[src/rtl/port_bus_arbiter_pkg.sv]
// Shared definitions for the two-master port bus arbiter: sequencer state
// encoding, default bus widths and PORT_ID field positions.
package port_bus_arbiter_pkg;

    // Default data and port address widths.
    localparam int DEF_DW = 16;
    localparam int DEF_AW = 16;

    // PORT_ID field positions seen by the one-hot decoder.
    localparam int CHAN_MSB = 15;
    localparam int CHAN_LSB = 14;
    localparam int REG_MSB  = 3;
    localparam int REG_LSB  = 0;

    // Read wait counter width; bounds the legal read latency to 1..15.
    localparam int CNT_W = 4;

    // Transaction sequencer states.
    typedef enum logic [2:0] {
        ST_IDLE   = 3'd0,
        ST_SETUP  = 3'd1,
        ST_STROBE = 3'd2,
        ST_WAIT   = 3'd3,
        ST_DONE   = 3'd4
    } state_t;

endpackage

[src/rtl/port_bus_arbiter_rr_arb2.sv]
// Two-requester round-robin picker. When both masters request, the one
// that did not win last time is chosen; a lone requester always wins.
module rr_arb2 (
    input  logic REQ0,
    input  logic REQ1,
    input  logic LAST,
    output logic VALID,
    output logic WINNER
);

    // Pick a winner from the current requests and the previous owner.
    always_comb begin
        VALID  = REQ0 | REQ1;
        WINNER = 1'b0;
        if (REQ0 && REQ1) begin
            WINNER = ~LAST;
        end else if (REQ1) begin
            WINNER = 1'b1;
        end
    end

endmodule

[src/rtl/port_bus_arbiter.sv]
// Two-master arbiter and sequencer for the processor-style I/O port bus.
// Each granted transaction runs SETUP -> STROBE -> (WAIT) -> DONE, so
// PORT_ID is stable a full cycle before any strobe reaches the decoder.
module port_bus_arbiter
    import port_bus_arbiter_pkg::*;
#(
    parameter int DW     = DEF_DW,
    parameter int AW     = DEF_AW,
    parameter int RD_LAT = 1
) (
    input  logic          CLK,
    input  logic          RESET,
    input  logic          REQ0,
    input  logic          REQ1,
    input  logic          WE0,
    input  logic          WE1,
    input  logic [AW-1:0] ADDR0,
    input  logic [AW-1:0] ADDR1,
    input  logic [DW-1:0] WDATA0,
    input  logic [DW-1:0] WDATA1,
    output logic          ACK0,
    output logic          ACK1,
    output logic [DW-1:0] RDATA,
    output logic [AW-1:0] PORT_ID,
    output logic [DW-1:0] OUT_PORT,
    input  logic [DW-1:0] IN_PORT,
    output logic          READ_STROBE,
    output logic          WRITE_STROBE,
    output logic          BUSY,
    output logic          GRANT
);

    localparam logic [CNT_W-1:0] RD_LAT_CNT = CNT_W'(RD_LAT);
    localparam logic [CNT_W-1:0] CNT_ONE    = CNT_W'(1);

    state_t             state_q;
    state_t             state_d;
    logic               last_q;
    logic               we_q;
    logic [CNT_W-1:0]   cnt_q;

    logic               arb_valid;
    logic               arb_winner;
    logic               sel_we;
    logic [AW-1:0]      sel_addr;
    logic [DW-1:0]      sel_wdata;

    rr_arb2 u_rr_arb2 (
        .REQ0   (REQ0),
        .REQ1   (REQ1),
        .LAST   (last_q),
        .VALID  (arb_valid),
        .WINNER (arb_winner)
    );

    // Winner's request fields, captured only on the grant edge.
    assign sel_we    = arb_winner ? WE1    : WE0;
    assign sel_addr  = arb_winner ? ADDR1  : ADDR0;
    assign sel_wdata = arb_winner ? WDATA1 : WDATA0;

    // Sequencer state register.
    // NOTE: every flop in this design is updated with <= so all registers
    // sample the same pre-edge values; blocking = here would create order
    // dependent simulation races between always_ff blocks.
    always_ff @(posedge CLK or negedge RESET) begin
        if (!RESET) begin
            state_q <= ST_IDLE;
        end else begin
            state_q <= state_d;
        end
    end

    // Next-state logic for the transaction sequencer.
    // NOTE: state_d gets its default before the case so every path assigns
    // it and no latch is inferred.
    always_comb begin
        state_d = state_q;
        unique case (state_q)
            ST_IDLE:   if (arb_valid) state_d = ST_SETUP;
            ST_SETUP:  state_d = ST_STROBE;
            ST_STROBE: state_d = we_q ? ST_DONE : ST_WAIT;
            ST_WAIT:   if (cnt_q <= CNT_ONE) state_d = ST_DONE;
            ST_DONE:   state_d = ST_IDLE;
            default:   state_d = ST_IDLE;
        endcase
    end

    // Grant capture: owner, round-robin pointer, address and write data.
    always_ff @(posedge CLK or negedge RESET) begin
        if (!RESET) begin
            GRANT    <= 1'b0;
            last_q   <= 1'b1;
            we_q     <= 1'b0;
            PORT_ID  <= '0;
            OUT_PORT <= '0;
        end else if (state_q == ST_IDLE && arb_valid) begin
            GRANT   <= arb_winner;
            last_q  <= arb_winner;
            we_q    <= sel_we;
            PORT_ID <= sel_addr;
            if (sel_we) begin
                OUT_PORT <= sel_wdata;
            end
        end
    end

    // Read wait counter: loaded on the strobe, counts down through WAIT.
    always_ff @(posedge CLK or negedge RESET) begin
        if (!RESET) begin
            cnt_q <= '0;
        end else if (state_q == ST_STROBE) begin
            cnt_q <= RD_LAT_CNT;
        end else if (state_q == ST_WAIT) begin
            cnt_q <= cnt_q - CNT_ONE;
        end
    end

    // Read data capture at the end of the last WAIT cycle; held otherwise.
    always_ff @(posedge CLK or negedge RESET) begin
        if (!RESET) begin
            RDATA <= '0;
        end else if (state_q == ST_WAIT && cnt_q <= CNT_ONE) begin
            RDATA <= IN_PORT;
        end
    end

    // Registered strobes, acknowledges and busy, decoded from the next state.
    always_ff @(posedge CLK or negedge RESET) begin
        if (!RESET) begin
            BUSY         <= 1'b0;
            WRITE_STROBE <= 1'b0;
            READ_STROBE  <= 1'b0;
            ACK0         <= 1'b0;
            ACK1         <= 1'b0;
        end else begin
            BUSY         <= (state_d != ST_IDLE);
            WRITE_STROBE <= (state_d == ST_STROBE) &&  we_q;
            READ_STROBE  <= (state_d == ST_STROBE) && !we_q;
            ACK0         <= (state_d == ST_DONE) && !GRANT;
            ACK1         <= (state_d == ST_DONE) &&  GRANT;
        end
    end

    // Simulation-only guard on the read latency range.
    a_rd_lat_legal: assert property (@(posedge CLK) disable iff (!RESET)
        (RD_LAT >= 1 && RD_LAT <= 15));

endmodule

[config.mk]
export PLATFORM = sky130hd
export DESIGN_NAME = port_bus_arbiter
export DESIGN_NICKNAME = d
export VERILOG_FILES = /design/src/rtl/port_bus_arbiter_pkg.sv /design/src/rtl/port_bus_arbiter_rr_arb2.sv /design/src/rtl/port_bus_arbiter.sv
export SDC_FILE = /design/constraint.sdc
export NUM_CORES = 1
export LEC_CHECK = 0
export ABC_AREA = 1
export ABC_CLOCK_PERIOD_IN_PS = 1500
export BUFFER_PORTS_ARGS = -buffer_cell sky130_fd_sc_hd__buf_2
export CORE_MARGIN = 8
export CORE_UTILIZATION = 30
export DETAILED_ROUTE_END_ITERATION = 7
export REMOVE_ABC_BUFFERS = 1
export SYNTH_ARGS = -nofsm -noshare
export SYNTH_HDL_FRONTEND = slang
export SYNTH_SLANG_ARGS = --single-unit
[constraint.sdc]
create_clock -name CLK -period 1.5 [get_ports CLK]
set_input_delay 0.15 -clock CLK [delete_from_list [all_inputs] [get_ports CLK]]
set_output_delay 0.15 -clock CLK [all_outputs]
set_load 0.02 [all_outputs]
==> results of run 1 <==
## layer usage
| layer | GRT usage | part of all wire | vias to the layer above |
|---|---|---|---|
| met5 | 0 | 0 | - |
| met3 | 0.0503 | 0.087 | 10 |
| met1 | 0.140 | 0.41 | 1232 |
| met2 | 0.209 | 0.49 | 90 |
| li1 | - | - | 1466 |
| met4 | 0.0410 | 0.014 | 0 |
## repair_timing
| action | CTS | global route |
|---|---|---|
| endpoints found under the hold margin | 62 | 0 |
| setup endpoints to repair | 0 | 4 |
| gates resized for setup | 0 | 6 |
| hold buffers | 1 | 0 |
## worst max-delay path by stage
| stage | endpoint | slack [ns] |
|---|---|---|
| final | OUT_PORT[5] | 0.12 |
| after global routing | OUT_PORT[14] | 0.01 |
| after CTS | OUT_PORT[5] | 0.13 |
| after detailed placement | we_q | 0.13 |
| after global placement | OUT_PORT[14] | 0.17 |
| after floorplan | we_q | -0.26 |
## sequential cells by signal (all words and copies together), names as in the netlist
signal / cells
WRITE_STROBE: 1
GRANT: 1
OUT_PORT: 16
we_q: 1
last_q: 1
RDATA: 16
state_q: 3
ACK1: 1
READ_STROBE: 1
ACK0: 1
cnt_q: 4
PORT_ID: 16
BUSY: 1
## through the flow
| stage | setup TNS [ns] | cells | cell area, sq um | setup WS [ns] |
|---|---|---|---|---|
| 5_1_grt | 0 | 674 | 4220 | 0.0137 |
| 4_1_cts | 0 | 674 | 4190 | 0.128 |
| 2_1_floorplan | -4.44 | 370 | 2970 | -0.260 |
| 3_3_place_gp | 0 | 657 | 3960 | 0.170 |
| 6_report | 0 | 674 | 4220 | 0.121 |
| 3_5_place_dp | 0 | 657 | 3960 | 0.132 |
## power by group through the flow
stage                     combinational [W]  sequential (W)  clock, W
after detailed placement            0.00418         0.00302         0
after floorplan                     0.00180         0.00379         0
after CTS                           0.00417         0.00301   0.00168
after global placement              0.00410         0.00302         0
final                               0.00415         0.00299   0.00164
after global routing                0.00463         0.00310   0.00176
## placed cells by master, fill, tap and decap left out, drive strengths merged, types with 2 or more instances in the layout
cell    synthesis  routed
nand2         213     213
o21ai          19      19
bufinv          0       2
dfrtp          62      62
ha              2       2
nor2           13      13
inv            33      33
clkbuf          1      10
buf            14     151
nand3          22      22
clkinv          0       4
## worst max-delay path, delay by kind of cell (launching register included)
family	cells	cell delay [ns]
buffers and inverters	2	0.25
and+or+nand+nor	6	0.49
DFF	1	0.53
## cell families after synthesis
group | share of synthesized area
fa+ha+maj | 0.00815
buf+inv | 0.0750
compound gates | 0.0579
flops | 0.514
simple gates | 0.345
## area by class of cell
cell class / count / area (sq um)
inverter: 33 / 129
timing repair buffer: 152 / 837
clock buffer: 10 / 128
fill: 1025 / 5920
multi-input combinational: 274 / 1280
sequential: 63 / 1580
tap: 136 / 170
clock inverter: 6 / 95.1
==> metrics.md, run 1 <==
| Metric | Value |
|---|---|
| Status | finished, final reports clean |
| Chip Height | 117 microns |
| Register-to-Register Path Depth | 8 |
| Yosys warning total | 0 |
| RD Place Congestion | 0.769 |
| N_diodes | 0 |
| Measured slew at the worst slew-check pin | 0.330 ns |
| Wire length per cell | 12.3 microns |
| P&R area growth vs syn | 37.5% |
| Sequential area share after synthesis | 0.514 |
| Final setup violating endpoints | 0 |
| Maxcap violations | 0 |
| Layout cells sized above 1 | 0.396 |
| CTS Root Cell | clkbuf_8 |
| IO Port Bufs | 139 |
| Top cells by area, synth | dfrtp_1 (51%), nand2_1 (24%), o21ai_2 (4.6%), inv_1 (3.5%), nand2_2 (3.5%) |
| Tmin final | 1.38 ns |
| NetSw | 0.00385 W |
| Post-synth EDFFs | 0 |
| First-pass GRT wire length | 13.3 mm |
| DPL Wire Length | 6.48 mm |
| Area share of the largest cell type after synthesis | 0.505 |
| Hold_sp | IN_PORT[3] |
| Required time worst endpoint | 1.73 ns |
| Die area | 13700 sq um |
| Number of distinct library cells after synthesis | 25 |
| Grt ovf | 0 |
| Post-CTS Setup Bufs | 0 |
| Drt total wl | 8.28 mm |
| Pint | 0.00493 W |
| Final Max Slew Viols | 0 |
| Post-DRT Antenna Nets | 0 |
| Setup crit start | last_q |
| I/O Pins | 140 |
| Vias in the first global route | 2875 |
| Setup crit start kind | flip-flop |
| Cells after synthesis | 385 |
| Switching Share | 0.438 |
| CTS Buffer Depth | 2 |
| Synth Flop Type | dfrtp_1 |
| 1st-iter DRT viols | 94 |
| Clk Latency, worst-skew pair | 0.34 ns |
| Vias per cell | 4.15 |
| Worst reg-to-reg setup slack | 0.12 ns |
| Relative slew slack | 0.780 |
| R2R Path Start | last_q |
| Post-synthesis cell area | 3070 sq um |
| Max IR drop VDD | 0.000631 V |
| Final clock skew | 0.0113 ns |
| Placeable Area | 10100 sq um |
| Die W | 117 microns |
| RSZ-0062 raised after global routing | false |
| CP arrival | 1.61 ns |
| Hold Slack | 0.0484 ns |
| Final period util | 0.919 |
| Largest net degree at the start of global routing | 64 |
| Hold EP | RDATA[3] |
| Synth async-reset ratio | 1.00 |
| CP peak stage delay | 0.53 ns |
| WS Path Type | reg -> reg |
| Crit-path slowest cell | dfstp_2 |
| FMAX | 0.725 GHz |
| Power share of the clock group | 0.187 |
| Seq cells post-synth | 63 |
| 1st-pass router iterations | 4 |
| # nets final | 621 |
| TritonCTS clock tree | yes |
| Tot Pwr | 0.00877 W |
| RR Endpoint | OUT_PORT[5] |
| Core Rows | 37 |
| Final hold viol count | 0 |
| LEAKAGE | 2.48 nW |
| Top post-synthesis cells by count | nand2_1 (194), dfrtp_1 (62), inv_1 (29) |
| Worst setup EP type | flip-flop |
| H-tree depth | 3 |
| Cell taking the most area after synthesis | dfrtp_1 |
| Layout Utilization | 0.416 |
| Gate power share | 0.472 |
| Vias | 2798 |
| DRC viols | 0 |
| Clk pin slew, worst setup/hold paths | 0.08 ns |
| Crit Path Max Fanout | 13 |
| Worst Hold Depth | 3 |
| Initial antenna violation count | 0 |
| Inserted Clock Buffers | 9 |
| Clk sinks | 63 |
| Sequential group share of total power | 0.341 |
| Cell with the most instances after synthesis | nand2_1 |
| Avg Inst Size Synth | 7.98 sq um |
| PwrDens | 2080 nW/um^2 |
| Worst Hold Class | in -> reg |
| Crit path cell chain | nand2_1 -> nand2_2 -> inv_4 -> nand2_2 -> nand2_8 -> buf_4 -> nand3_1 -> nand2_1 |
| Starting Density | 0.303 |
| Total track usage | 0.124 |
No activity file was read; power rests on OpenSTA's default activity.
==> inputs of run 2 (changes only) <==
Settings changed: ABC_AREA 1 to not set, CORE_UTILIZATION 30 to 41, GPL_TIMING_DRIVEN set to 0, PLACE_DENSITY set to 0.73.
==> run 2 against run 1 <==
Effect of this change:
- wire length grew 0.60%
- clock-buffer cell count shrank 1
- sequential power grew 2%
- the flow now finishes with violations (negative setup slack)
- flip-flop and latch count is the same
- highest routed layer unchanged
- power grew 7.7%
- sequential share of layout area grew 1.7 points
- first-iteration DRC count shrank 20%
- largest power group unchanged
==> metrics.md, run 2 <==
| Metric | Value |
|---|---|
| Starting Density | 0.414 (+0.111) |
| Crit path buffers/inverters | 2 (unchanged) |
| Top post-synthesis cells by count | dfrtp_1 (62), nand2_1 (44), nor2_1 (20) |
| Number of distinct library cells after synthesis | 34 (+36%) |
| Post-DRT Antenna Nets | 0 (unchanged) |
| Vias per cell | 5.07 (+22%) |
| PwrDens | 2340 nW/um^2 (+12%) |
| Critical path depth | 7 (-1) |
| First-pass GRT wire length | 12.6 mm (-4.9%) |
| CTS Root Cell | clkbuf_8 |
| Measured slew at the worst slew-check pin | 0.553 ns (+0.224 ns) |
| Most frequent cells in the layout | buf_2 (139), dfrtp_1 (59), nand2_1 (42), a31oi_1 (19), nor2_1 (19) |
| 1st-pass router iterations | 4 (unchanged) |
| Synth async-reset ratio | 1.00 (unchanged) |
| Worst reg-to-reg setup slack | -0.11 ns (-0.23 ns) |
| RD Place Congestion | 0.732 (-4.8%) |
| Crit-path slowest cell | dfrtp_1 |
| Post-synth EDFFs | 0 (unchanged) |
| Clk sinks | 63 (unchanged) |
| Required time worst endpoint | 1.72 ns (about the same) |
| Avg Inst Size Synth | 11.3 sq um (+42%) |
| Yosys warning total | 0 (unchanged) |
| Cell taking the most area after synthesis | dfrtp_1 |
| RSZ-0062 raised after global routing | true |
| Setup crit start kind | flip-flop |
| Die area | 9580 sq um (-30%) |
| Final setup violating endpoints | 18 (+18) |
| Seq cells post-synth | 63 (unchanged) |
| Clk pin slew, worst setup/hold paths | 0.08 ns (about the same) |
| Max IR drop VDD | 0.000975 V (+55%) |
| Tot Pwr | 0.00945 W (+7.7%) |
| Vias | 2471 (-12%) |
| CP peak stage delay | 0.42 ns (-0.11 ns) |
| CP arrival | 1.83 ns (+0.22 ns) |
| Post-route cell area | 4040 sq um (-4.2%) |
| Top cells by area, synth | dfrtp_1 (56%), nand2_1 (6.0%), o32a_1 (5.8%), mux2_2 (5.7%), o21a_1 (4.6%) |
| Synth Flop Type | dfrtp_1 |
| Violated checks | negative setup slack |
| Most common cell after layout, fill and taps aside | buf_2 |
| Core Rows | 30 (-19%) |
| Total track usage | 0.165 (+0.0407) |
| WS Path Type | reg -> reg |
| Grt ovf | 0 (unchanged) |
| P&R area growth vs syn | 47.0% |
| H-tree depth | 3 (unchanged) |
| Post-route insts no fill | 487 (-28%) |
| Largest net degree at the start of global routing | 42 (-34%) |
| Post-synthesis cell area | 2750 sq um (-10%) |
| Inserted Clock Buffers | 9 (unchanged) |
| DPL Wire Length | 5.27 mm (-19%) |
| Status | finished, violations left |
| Setup tns final | -1.54 ns (-1.54 ns) |
| Worst Hold Depth | 2 (-1) |
| Relative slew slack | 0.631 (-0.149) |
| 1st-iter DRT viols | 75 (-20%) |
| Worst Hold Class | in -> reg |
| I/O Pins | 140 (unchanged) |
| Worst setup margin | -0.109 ns (-0.230 ns) |
| Cells after synthesis | 243 (-37%) |
| DRC viols | 0 (unchanged) |
| Tmin final | 1.61 ns (+0.230 ns) |
| Cell with the most instances after synthesis | dfrtp_1 |
| FMAX | 0.622 GHz (-14%) |
| Post-place setup slack | -0.683 ns (-0.816 ns) |
| Clk Latency, worst-skew pair | 0.34 ns (about the same) |
| Final hold viol count | 0 (unchanged) |
| Worst setup EP type | flip-flop |
| Wire length per cell | 17.1 microns (+39%) |
| LEAKAGE | 1.93 nW (-22%) |
| IO Port Bufs | 139 (unchanged) |
| Placed cell area | 3480 sq um (-12%) |
| Final Max Slew Viols | 0 (unchanged) |
| Chip Height | 97.9 microns (-16%) |
| Register-to-Register Path Depth | 7 (-1) |
| Crit Path Max Fanout | 8 (-5) |
| Drt total wl | 8.33 mm (+0.60%) |
| Die W | 97.9 microns (-16%) |
| Area share of the largest cell type after synthesis | 0.564 (+0.0589) |
| CTS Buffer Depth | 2 (unchanged) |
| Largest regs | OUT_PORT x16, PORT_ID x16, RDATA x16 |
| Layout cells sized above 1 | 0.521 (+0.125) |
| Placeable Area | 6640 sq um (-34%) |
| Initial antenna violation count | 0 (unchanged) |
| Final clock skew | 0.0118 ns (+0.000440 ns) |
| Placed cells | 450 (-32%) |
| TritonCTS clock tree | yes |
| CP delay by family, top | flip-flops |
| Sequential area share after synthesis | 0.574 (+0.0598) |
| Vias in the first global route | 2582 (-10%) |
| Crit path cell chain | inv_2 -> ha_4 -> or2_4 -> nand2_4 -> nor2_4 -> clkbuf_16 -> mux2_2 |
| Maxcap violations | 0 (unchanged) |
| # nets final | 490 (-21%) |
| Final period util | 1.07 (+0.153) |
| N_diodes | 0 (unchanged) |
-- run 2: area by class of cell --
type | instances | area (sq um)
clock inverter | 7 | 100
fill | 555 | 2600
timing repair buffer | 155 | 876
multi-input combinational | 168 | 1240
inverter | 5 | 18.8
tap | 80 | 100
clock buffer | 9 | 124
sequential | 63 | 1580
-- run 2: final timing paths --
check | from | to
setup / recovery | cnt_q[0] | RDATA[11]
hold / removal | IN_PORT[1] | RDATA[1]
setup reg to reg | cnt_q[0] | RDATA[11]
hold reg to reg | OUT_PORT[6] | OUT_PORT[6]
max in group asynchronous | RESET | last_q
min in group asynchronous | RESET | RDATA[9]
-- run 2: worst register-to-register path, delay by kind of cell (launching register included) --
family        cells  cell delay (ns)
mux               1             0.32
flops             1             0.42
fa+ha+maj         1             0.12
simple gates      3             0.36
buf+inv           2             0.28
-- run 2: layer usage --
metal,share of wire,vias to the layer above,routed length (microns),track usage
met4,0.010,0,87,0.0600
met3,0.089,9,744,0.0797
met1,0.42,1164,3460,0.185
met5,0,-,0,0
li1,-,1199,-,-
met2,0.48,99,4030,0.265
-- run 2: what timing repair did --
| item | 4_1_cts | 5_1_grt |
|---|---|---|
| hold buffers | 1 | 0 |
| gates cloned | 2 | 5 |
| setup buffers | 11 | 2 |
| pin swaps | 4 | 4 |
| gates resized for setup | 18 | 19 |
| endpoints found under the setup margin | 54 | 47 |
| endpoints found under the hold margin | 22 | 0 |
-- run 2: kinds of logic (layout without fill, tap and decap cells) --
family	Yosys count	after routing	share of synthesized area
AOI/OAI and AO/OA	65	68	0.185
and+or+nand+nor	79	82	0.127
muxes	16	16	0.0655
buffers and inverters	18	176	0.0396
DFF	63	63	0.574
adders and majority gates	2	2	0.00910
-- run 2: through the flow --
stage / hold WS (ns) / util
detailed placement: 0.168 / 0.523
CTS: 0.0103 / 0.585
global route: 0.0160 / 0.609
finish: 0.0333 / 0.609
floorplan: -0.146 / -
global placement: 0.372 / 0.520
-- run 2: power by group --
group,switching (W),internal [W]
logic,0.00270,0.00203
clock network,0.000716,0.000956
registers,0.000486,0.00256
